### config.mk
export PLATFORM = sky130hd
export DESIGN_NAME = mc_ctrl
export DESIGN_NICKNAME = d
export VERILOG_FILES = /design/src/rtl/mc_ctrl.sv
export SDC_FILE = /design/constraint.sdc
export NUM_CORES = 1
export LEC_CHECK = 0
export CORE_UTILIZATION = 51
export DETAILED_ROUTE_END_ITERATION = 10
export PLACE_DENSITY = 0.85
export SLEW_MARGIN = 20
export SYNTH_ARGS = -nofsm -noshare
export SYNTH_HDL_FRONTEND = slang
export SYNTH_SLANG_ARGS = --single-unit
### constraint.sdc
create_clock -name clk -period 6.32 [get_ports clk]
set_input_delay 0.632 -clock clk [delete_from_list [all_inputs] [get_ports clk]]
set_output_delay 0.632 -clock clk [all_outputs]
set_load 0.02 [all_outputs]
### src/rtl/mc_ctrl.sv
// ---------------------------------------------------------------------------
// mc_ctrl -- multi-cycle main controller for the MIPS core.
//
// Moore FSM that sequences fetch, decode, execute, memory and write-back for
// the supported instruction classes. Each instruction issues exactly one
// pc_we pulse, in its final state.
//
// Ports:
//   clk, rst          clock; synchronous active-high reset
//   opcode, funct     IR[31:26], IR[5:0]; sampled only in DECODE
//   zero              ALU result == 0; steers npc_sel in BRANCH
//   state             current FSM state (debug)
//   ir_we, pc_we      IR load, PC load from NPC
//   npc_sel           0 ADD4, 1 OFFSET, 2 JUMP_S, 3 JUMP_L
//   ext_op            0 zero-ext, 1 sign-ext, 2 lui
//   alu_b_sel, alu_op ALU B source (0 rt, 1 imm); 0 add, 1 sub, 2 or
//   grf_we            register-file write
//   grf_a3_sel        0 rd, 1 rt, 2 $31
//   grf_wd_sel        0 ALU, 1 DM, 2 PC_4
//   dm_we             data-memory write
//   instr_cnt         instructions retired since reset (wraps)
// ---------------------------------------------------------------------------
module mc_ctrl #(
    parameter int CNT_W = 32
) (
    input  logic             clk,
    input  logic             rst,
    input  logic [5:0]       opcode,
    input  logic [5:0]       funct,
    input  logic             zero,
    output logic [2:0]       state,
    output logic             ir_we,
    output logic             pc_we,
    output logic [1:0]       npc_sel,
    output logic [1:0]       ext_op,
    output logic             alu_b_sel,
    output logic [1:0]       alu_op,
    output logic             grf_we,
    output logic [1:0]       grf_a3_sel,
    output logic [1:0]       grf_wd_sel,
    output logic             dm_we,
    output logic [CNT_W-1:0] instr_cnt
);

    typedef enum logic [2:0] {
        S_FETCH  = 3'd0,
        S_DECODE = 3'd1,
        S_EXEC   = 3'd2,
        S_MEM    = 3'd3,
        S_WB     = 3'd4,
        S_BRANCH = 3'd5,
        S_JUMP   = 3'd6,
        S_NOP    = 3'd7
    } state_t;

    // R_ALU is split into addu/subu because the ALU op differs.
    typedef enum logic [3:0] {
        C_ADDU, C_SUBU, C_ORI, C_LUI, C_LW, C_SW,
        C_BEQ, C_J, C_JAL, C_JR, C_OTHER
    } cls_t;

    state_t cur_state, nxt_state;
    cls_t   cls_q, cls_dec;

    // Raw strobes before the reset gate.
    logic ir_we_raw, pc_we_raw, grf_we_raw, dm_we_raw;

    // ------------------------------------------------------------------
    // Instruction decode (only consumed in DECODE)
    // ------------------------------------------------------------------
    always_comb begin
        // NOTE: every always_comb output gets a default first so no path
        // leaves it unassigned, which would infer a latch.
        cls_dec = C_OTHER;
        case (opcode)
            6'b000000: begin
                case (funct)
                    6'b100001: cls_dec = C_ADDU;
                    6'b100011: cls_dec = C_SUBU;
                    6'b001000: cls_dec = C_JR;
                    default:   cls_dec = C_OTHER;
                endcase
            end
            6'b001101: cls_dec = C_ORI;
            6'b001111: cls_dec = C_LUI;
            6'b100011: cls_dec = C_LW;
            6'b101011: cls_dec = C_SW;
            6'b000100: cls_dec = C_BEQ;
            6'b000010: cls_dec = C_J;
            6'b000011: cls_dec = C_JAL;
            default:   cls_dec = C_OTHER;
        endcase
    end

    // ------------------------------------------------------------------
    // State and class registers
    // ------------------------------------------------------------------
    always_ff @(posedge clk) begin
        // NOTE: sequential state uses non-blocking assignments so every
        // register samples pre-edge values regardless of block order.
        if (rst) begin
            cur_state <= S_FETCH;
            cls_q     <= C_OTHER;
        end else begin
            cur_state <= nxt_state;
            if (cur_state == S_DECODE) begin
                cls_q <= cls_dec;
            end
        end
    end

    // ------------------------------------------------------------------
    // Next-state logic
    // ------------------------------------------------------------------
    always_comb begin
        nxt_state = S_FETCH;
        case (cur_state)
            S_FETCH: nxt_state = S_DECODE;
            S_DECODE: begin
                // The class register is not loaded yet; steer from the
                // live decode.
                case (cls_dec)
                    C_ADDU, C_SUBU, C_ORI, C_LUI, C_LW, C_SW: nxt_state = S_EXEC;
                    C_BEQ:                                    nxt_state = S_BRANCH;
                    C_J, C_JAL, C_JR:                         nxt_state = S_JUMP;
                    default:                                  nxt_state = S_NOP;
                endcase
            end
            S_EXEC: begin
                if (cls_q == C_LW || cls_q == C_SW) nxt_state = S_MEM;
                else                                nxt_state = S_WB;
            end
            S_MEM: begin
                if (cls_q == C_LW) nxt_state = S_WB;
                else               nxt_state = S_FETCH;
            end
            default: nxt_state = S_FETCH;
        endcase
    end

    // ------------------------------------------------------------------
    // Moore outputs (npc_sel in BRANCH is the only input-dependent one)
    // ------------------------------------------------------------------
    always_comb begin
        ir_we_raw  = 1'b0;
        pc_we_raw  = 1'b0;
        grf_we_raw = 1'b0;
        dm_we_raw  = 1'b0;
        npc_sel    = 2'd0;
        ext_op     = 2'd0;
        alu_b_sel  = 1'b0;
        alu_op     = 2'd0;
        grf_a3_sel = 2'd0;
        grf_wd_sel = 2'd0;

        // ALU controls are held across EXEC/MEM/WB so the datapath result
        // stays stable until it is written. LUI relies on the datapath
        // forcing ALU A to $0.
        if (cur_state == S_EXEC || cur_state == S_MEM || cur_state == S_WB) begin
            case (cls_q)
                C_SUBU: alu_op = 2'd1;
                C_ORI: begin
                    alu_op    = 2'd2;
                    alu_b_sel = 1'b1;
                end
                C_LUI: begin
                    alu_op    = 2'd2;
                    alu_b_sel = 1'b1;
                    ext_op    = 2'd2;
                end
                C_LW, C_SW: begin
                    alu_b_sel = 1'b1;
                    ext_op    = 2'd1;
                end
                default: ;
            endcase
        end

        case (cur_state)
            S_FETCH: ir_we_raw = 1'b1;
            S_MEM: begin
                if (cls_q == C_SW) begin
                    dm_we_raw = 1'b1;
                    pc_we_raw = 1'b1;
                end
            end
            S_WB: begin
                grf_we_raw = 1'b1;
                pc_we_raw  = 1'b1;
                if (cls_q == C_LW) begin
                    grf_a3_sel = 2'd1;
                    grf_wd_sel = 2'd1;
                end else if (cls_q == C_ORI || cls_q == C_LUI) begin
                    grf_a3_sel = 2'd1;
                end
            end
            S_BRANCH: begin
                alu_op    = 2'd1;
                ext_op    = 2'd1;
                pc_we_raw = 1'b1;
                npc_sel   = {1'b0, zero};
            end
            S_JUMP: begin
                pc_we_raw = 1'b1;
                case (cls_q)
                    C_JR:  npc_sel = 2'd3;
                    C_JAL: begin
                        npc_sel    = 2'd2;
                        grf_we_raw = 1'b1;
                        grf_a3_sel = 2'd2;
                        grf_wd_sel = 2'd2;
                    end
                    default: npc_sel = 2'd2;
                endcase
            end
            S_NOP: pc_we_raw = 1'b1;
            default: ;
        endcase
    end

    // Reset aborts the instruction immediately: no write commits on an
    // edge where rst is high.
    assign ir_we  = ir_we_raw  & ~rst;
    assign pc_we  = pc_we_raw  & ~rst;
    assign grf_we = grf_we_raw & ~rst;
    assign dm_we  = dm_we_raw  & ~rst;
    assign state  = cur_state;

    // ------------------------------------------------------------------
    // Retired-instruction counter: one pc_we per instruction
    // ------------------------------------------------------------------
    always_ff @(posedge clk) begin
        if (rst) begin
            instr_cnt <= '0;
        end else if (pc_we) begin
            instr_cnt <= instr_cnt + 1'b1;
        end
    end

endmodule
==> metrics <==
setup violators final=0; Mapped Nets=~300; drt drc=0; Syn Area/Cell=7.86 µm²; Num CTS Buffers=5; drt total wl=5380 µm; Synth Instances=about 280; Max Cap Viol=0; worst-margin pin slew=0.957 ns; Starting Density=~54%; Clock Path Buffers=2; Layout area overhead=34.4%; vias per cell=slightly below 6; DR vias=between 2000 and 2500; layout cells sized above 1=~5.0%; Post-CTS Resized=0; worst hold slack=approximately 0.52 ns; Seq/Total Area, Yosys=35.1%; fmax=about 300 MHz; Sink Count=39; Final Max Tran Viols=0; placer congestion estimate=roughly 0.82; Max Clock Skew=0.0108 ns; Critical Path End Type=primary output; Critical R2R Capture=instr_cnt[31]; Hold/Removal Path Class=reg -> reg; Static Leak=0.969 nW; # diodes=0; Routed WL per cell=~14 µm; CTS HTree Levels=2; crit share post-route=a little over half; Die X-Extent=68.0 µm; Initial DRC Count=about 170; CTS clock-pin slew for the worst setup and hold paths=~0.080 ns; hold endpoint=instr_cnt[26]; pin count of the biggest net entering global routing=47; status=completed; hold depth=2; CTS tree=done; Worst Path Required=between 5 and 6 ns; most frequent cells in the layout=64 x clkdlybuf4s50_1, 39 x dfxtp_1, 38 x nor2_1, 22 x nand2_1, 18 x xnor2_1; post-DP HPWL=approximately 3900 µm; total track usage=about a quarter; cell depth of the worst flop-to-flop path=5; clk_lat worst skew=about 0.30 ns; die height=between 60 and 70 µm; Pwr Density=about 210 nW/µm²; RSZ-0062 raised after global routing=false; register bit count reported by yosys=39; fillers=337; top_reg_cell synth=dfxtp_1; Rows=23; Core Area=slightly above 4000 µm²; worst reg2reg path startpoint=cls_q[0]; crit path max fanout=12; Hold Crit Start=instr_cnt[26]; Post-synth EDFFs=0; Detail Route Antenna Nets=0; Final TNS setup=0 ns; vias in the first global route=1910; initial antenna violation count=0; WS Path Type=reg -> out; final hold vios=0; postcts setup bufs=0; crit start category=flip-flop; Ys Warns=0; total grt overflow=0; area of the die=4630 µm²; Cell Area, Synth=around 2200 µm²; worst reg2reg setup slack=around 3.4 ns; Tmin final=3.34 ns; CTS root buf=clkbuf_8; Hold-fix buffers, CTS=0; IO Count=65; Detailed Routing Iterations Pass 1=4; relative slew slack=a little over a third; leading cell type in the layout, fill and taps excluded=clkdlybuf4s50_1; arrival time at the worst endpoint=between 2 and 3 ns; maximum vdd drop=~0.18 mV; first-pass GRT wire length=around 8700 µm; post-synth cell types=51; port bufs=64; Synth async-reset ratio=0%; Final nets=around 350
-- metal layers --
layer  GRT usage, %  vias to the layer above  wire, µm
li1               -                     1143         -
met1           33.5                     1054      2500
met2           38.5                       65      2540
met3           6.00                        7       274
met4           6.51                        0        59
met5              0                        -         0
-- power by group --
part,total (mW),internal (mW),switching (mW)
Combinational,0.134,0.0583,0.0762
Clock,0.217,0.128,0.0891
Sequential,0.280,0.255,0.0250
Total,0.631,0.441,0.190
-- how the worst max path moves through the flow --
stage	from	to	slack [ns]	cells past startpoint
CTS	state[1]	grf_we	2.99	6
floorplan	state[1]	grf_we	2.80	6
finish	state[1]	grf_we	2.98	6
global placement	rst	instr_cnt[31]	3.19	6
detailed placement	rst	instr_cnt[31]	3.15	6
global route	state[1]	grf_we	2.79	6
-- per-stage QoR --
stage	utilization, %	power [mW]	instances	cell area [µm²]	worst slack (ns)
2_1_floorplan	-	0.367	283	2220	2.80
3_3_place_gp	70.3	0.418	381	2870	3.19
3_5_place_dp	70.3	0.420	381	2870	3.15
4_1_cts	73.2	0.633	389	2990	2.99
5_1_grt	73.2	0.658	389	2990	2.79
6_report	73.2	0.631	389	2990	2.98
-- cells by family (layout without fill, tap and decap cells) --
kind of cell | after synthesis | in the layout | synth area share (%)
AOI/OAI and AO/OA | 41 | 41 | 12.1
DFF | 39 | 39 | 35.1
adders and majority gates | 1 | 1 | 0.562
and+or+nand+nor | 150 | 150 | 36.9
xor gates and xnor gates | 25 | 25 | 9.84
buffers and inverters | 25 | 81 | 4.50
muxes | 2 | 2 | 0.956
-- sequential cells by signal (all words and copies together) (netlist names) --
name	flops
cls_q	4
instr_cnt	32
state	3
-- worst max-delay path, stage by stage (launching register included) --
cell and delay [ns]:
dfxtp_1 0.57, inv_1 0.19, nor3_1 0.25, and3b_1 0.22
nand2_1 0.07, a2111oi_0 0.43, clkdlybuf4s50_1 0.69
-- synthesized netlist by cell type, types with 2 or more instances --
| cell type | instances | area share [%] |
|---|---|---|
| a2111oi_0 | 2 | 0.79 |
| a21oi_1 | 10 | 2.2 |
| a22oi_1 | 3 | 1.0 |
| a32o_1 | 2 | 0.90 |
| and2_1 | 3 | 0.84 |
| and3_1 | 3 | 0.84 |
| and4_1 | 2 | 0.79 |
| buf_2 | 2 | 0.45 |
| clkbuf_1 | 13 | 2.2 |
| dfxtp_1 | 39 | 35 |
| inv_1 | 8 | 1.3 |
| nand2_1 | 22 | 3.7 |
| nand2b_1 | 2 | 0.56 |
| nand3_1 | 12 | 2.7 |
| nand3b_1 | 3 | 1.0 |
| nand4_1 | 10 | 2.8 |
| nor2_1 | 38 | 6.4 |
| nor2b_1 | 6 | 1.7 |
| nor3_1 | 7 | 1.6 |
| nor3b_1 | 2 | 0.67 |
| nor4_1 | 17 | 4.8 |
| nor4b_1 | 3 | 1.2 |
| o211ai_1 | 2 | 0.67 |
| o21ai_0 | 11 | 2.5 |
| o31ai_1 | 3 | 1.0 |
| or3_1 | 7 | 2.0 |
| or4_1 | 4 | 1.3 |
| xnor2_1 | 18 | 7.1 |
| xor2_1 | 7 | 2.8 |
-- layout make-up --
class	count	area, µm²	share of cell area [%]
clock buffer	6	82.6	2.76
clock inverter	2	35.0	1.17
inverter	8	30.0	1.00
multi-input combinational	219	1350	45.2
sequential	39	781	26.1
tap	50	62.6	2.09
timing repair buffer	65	648	21.7
(Power assumes the default switching activity.)
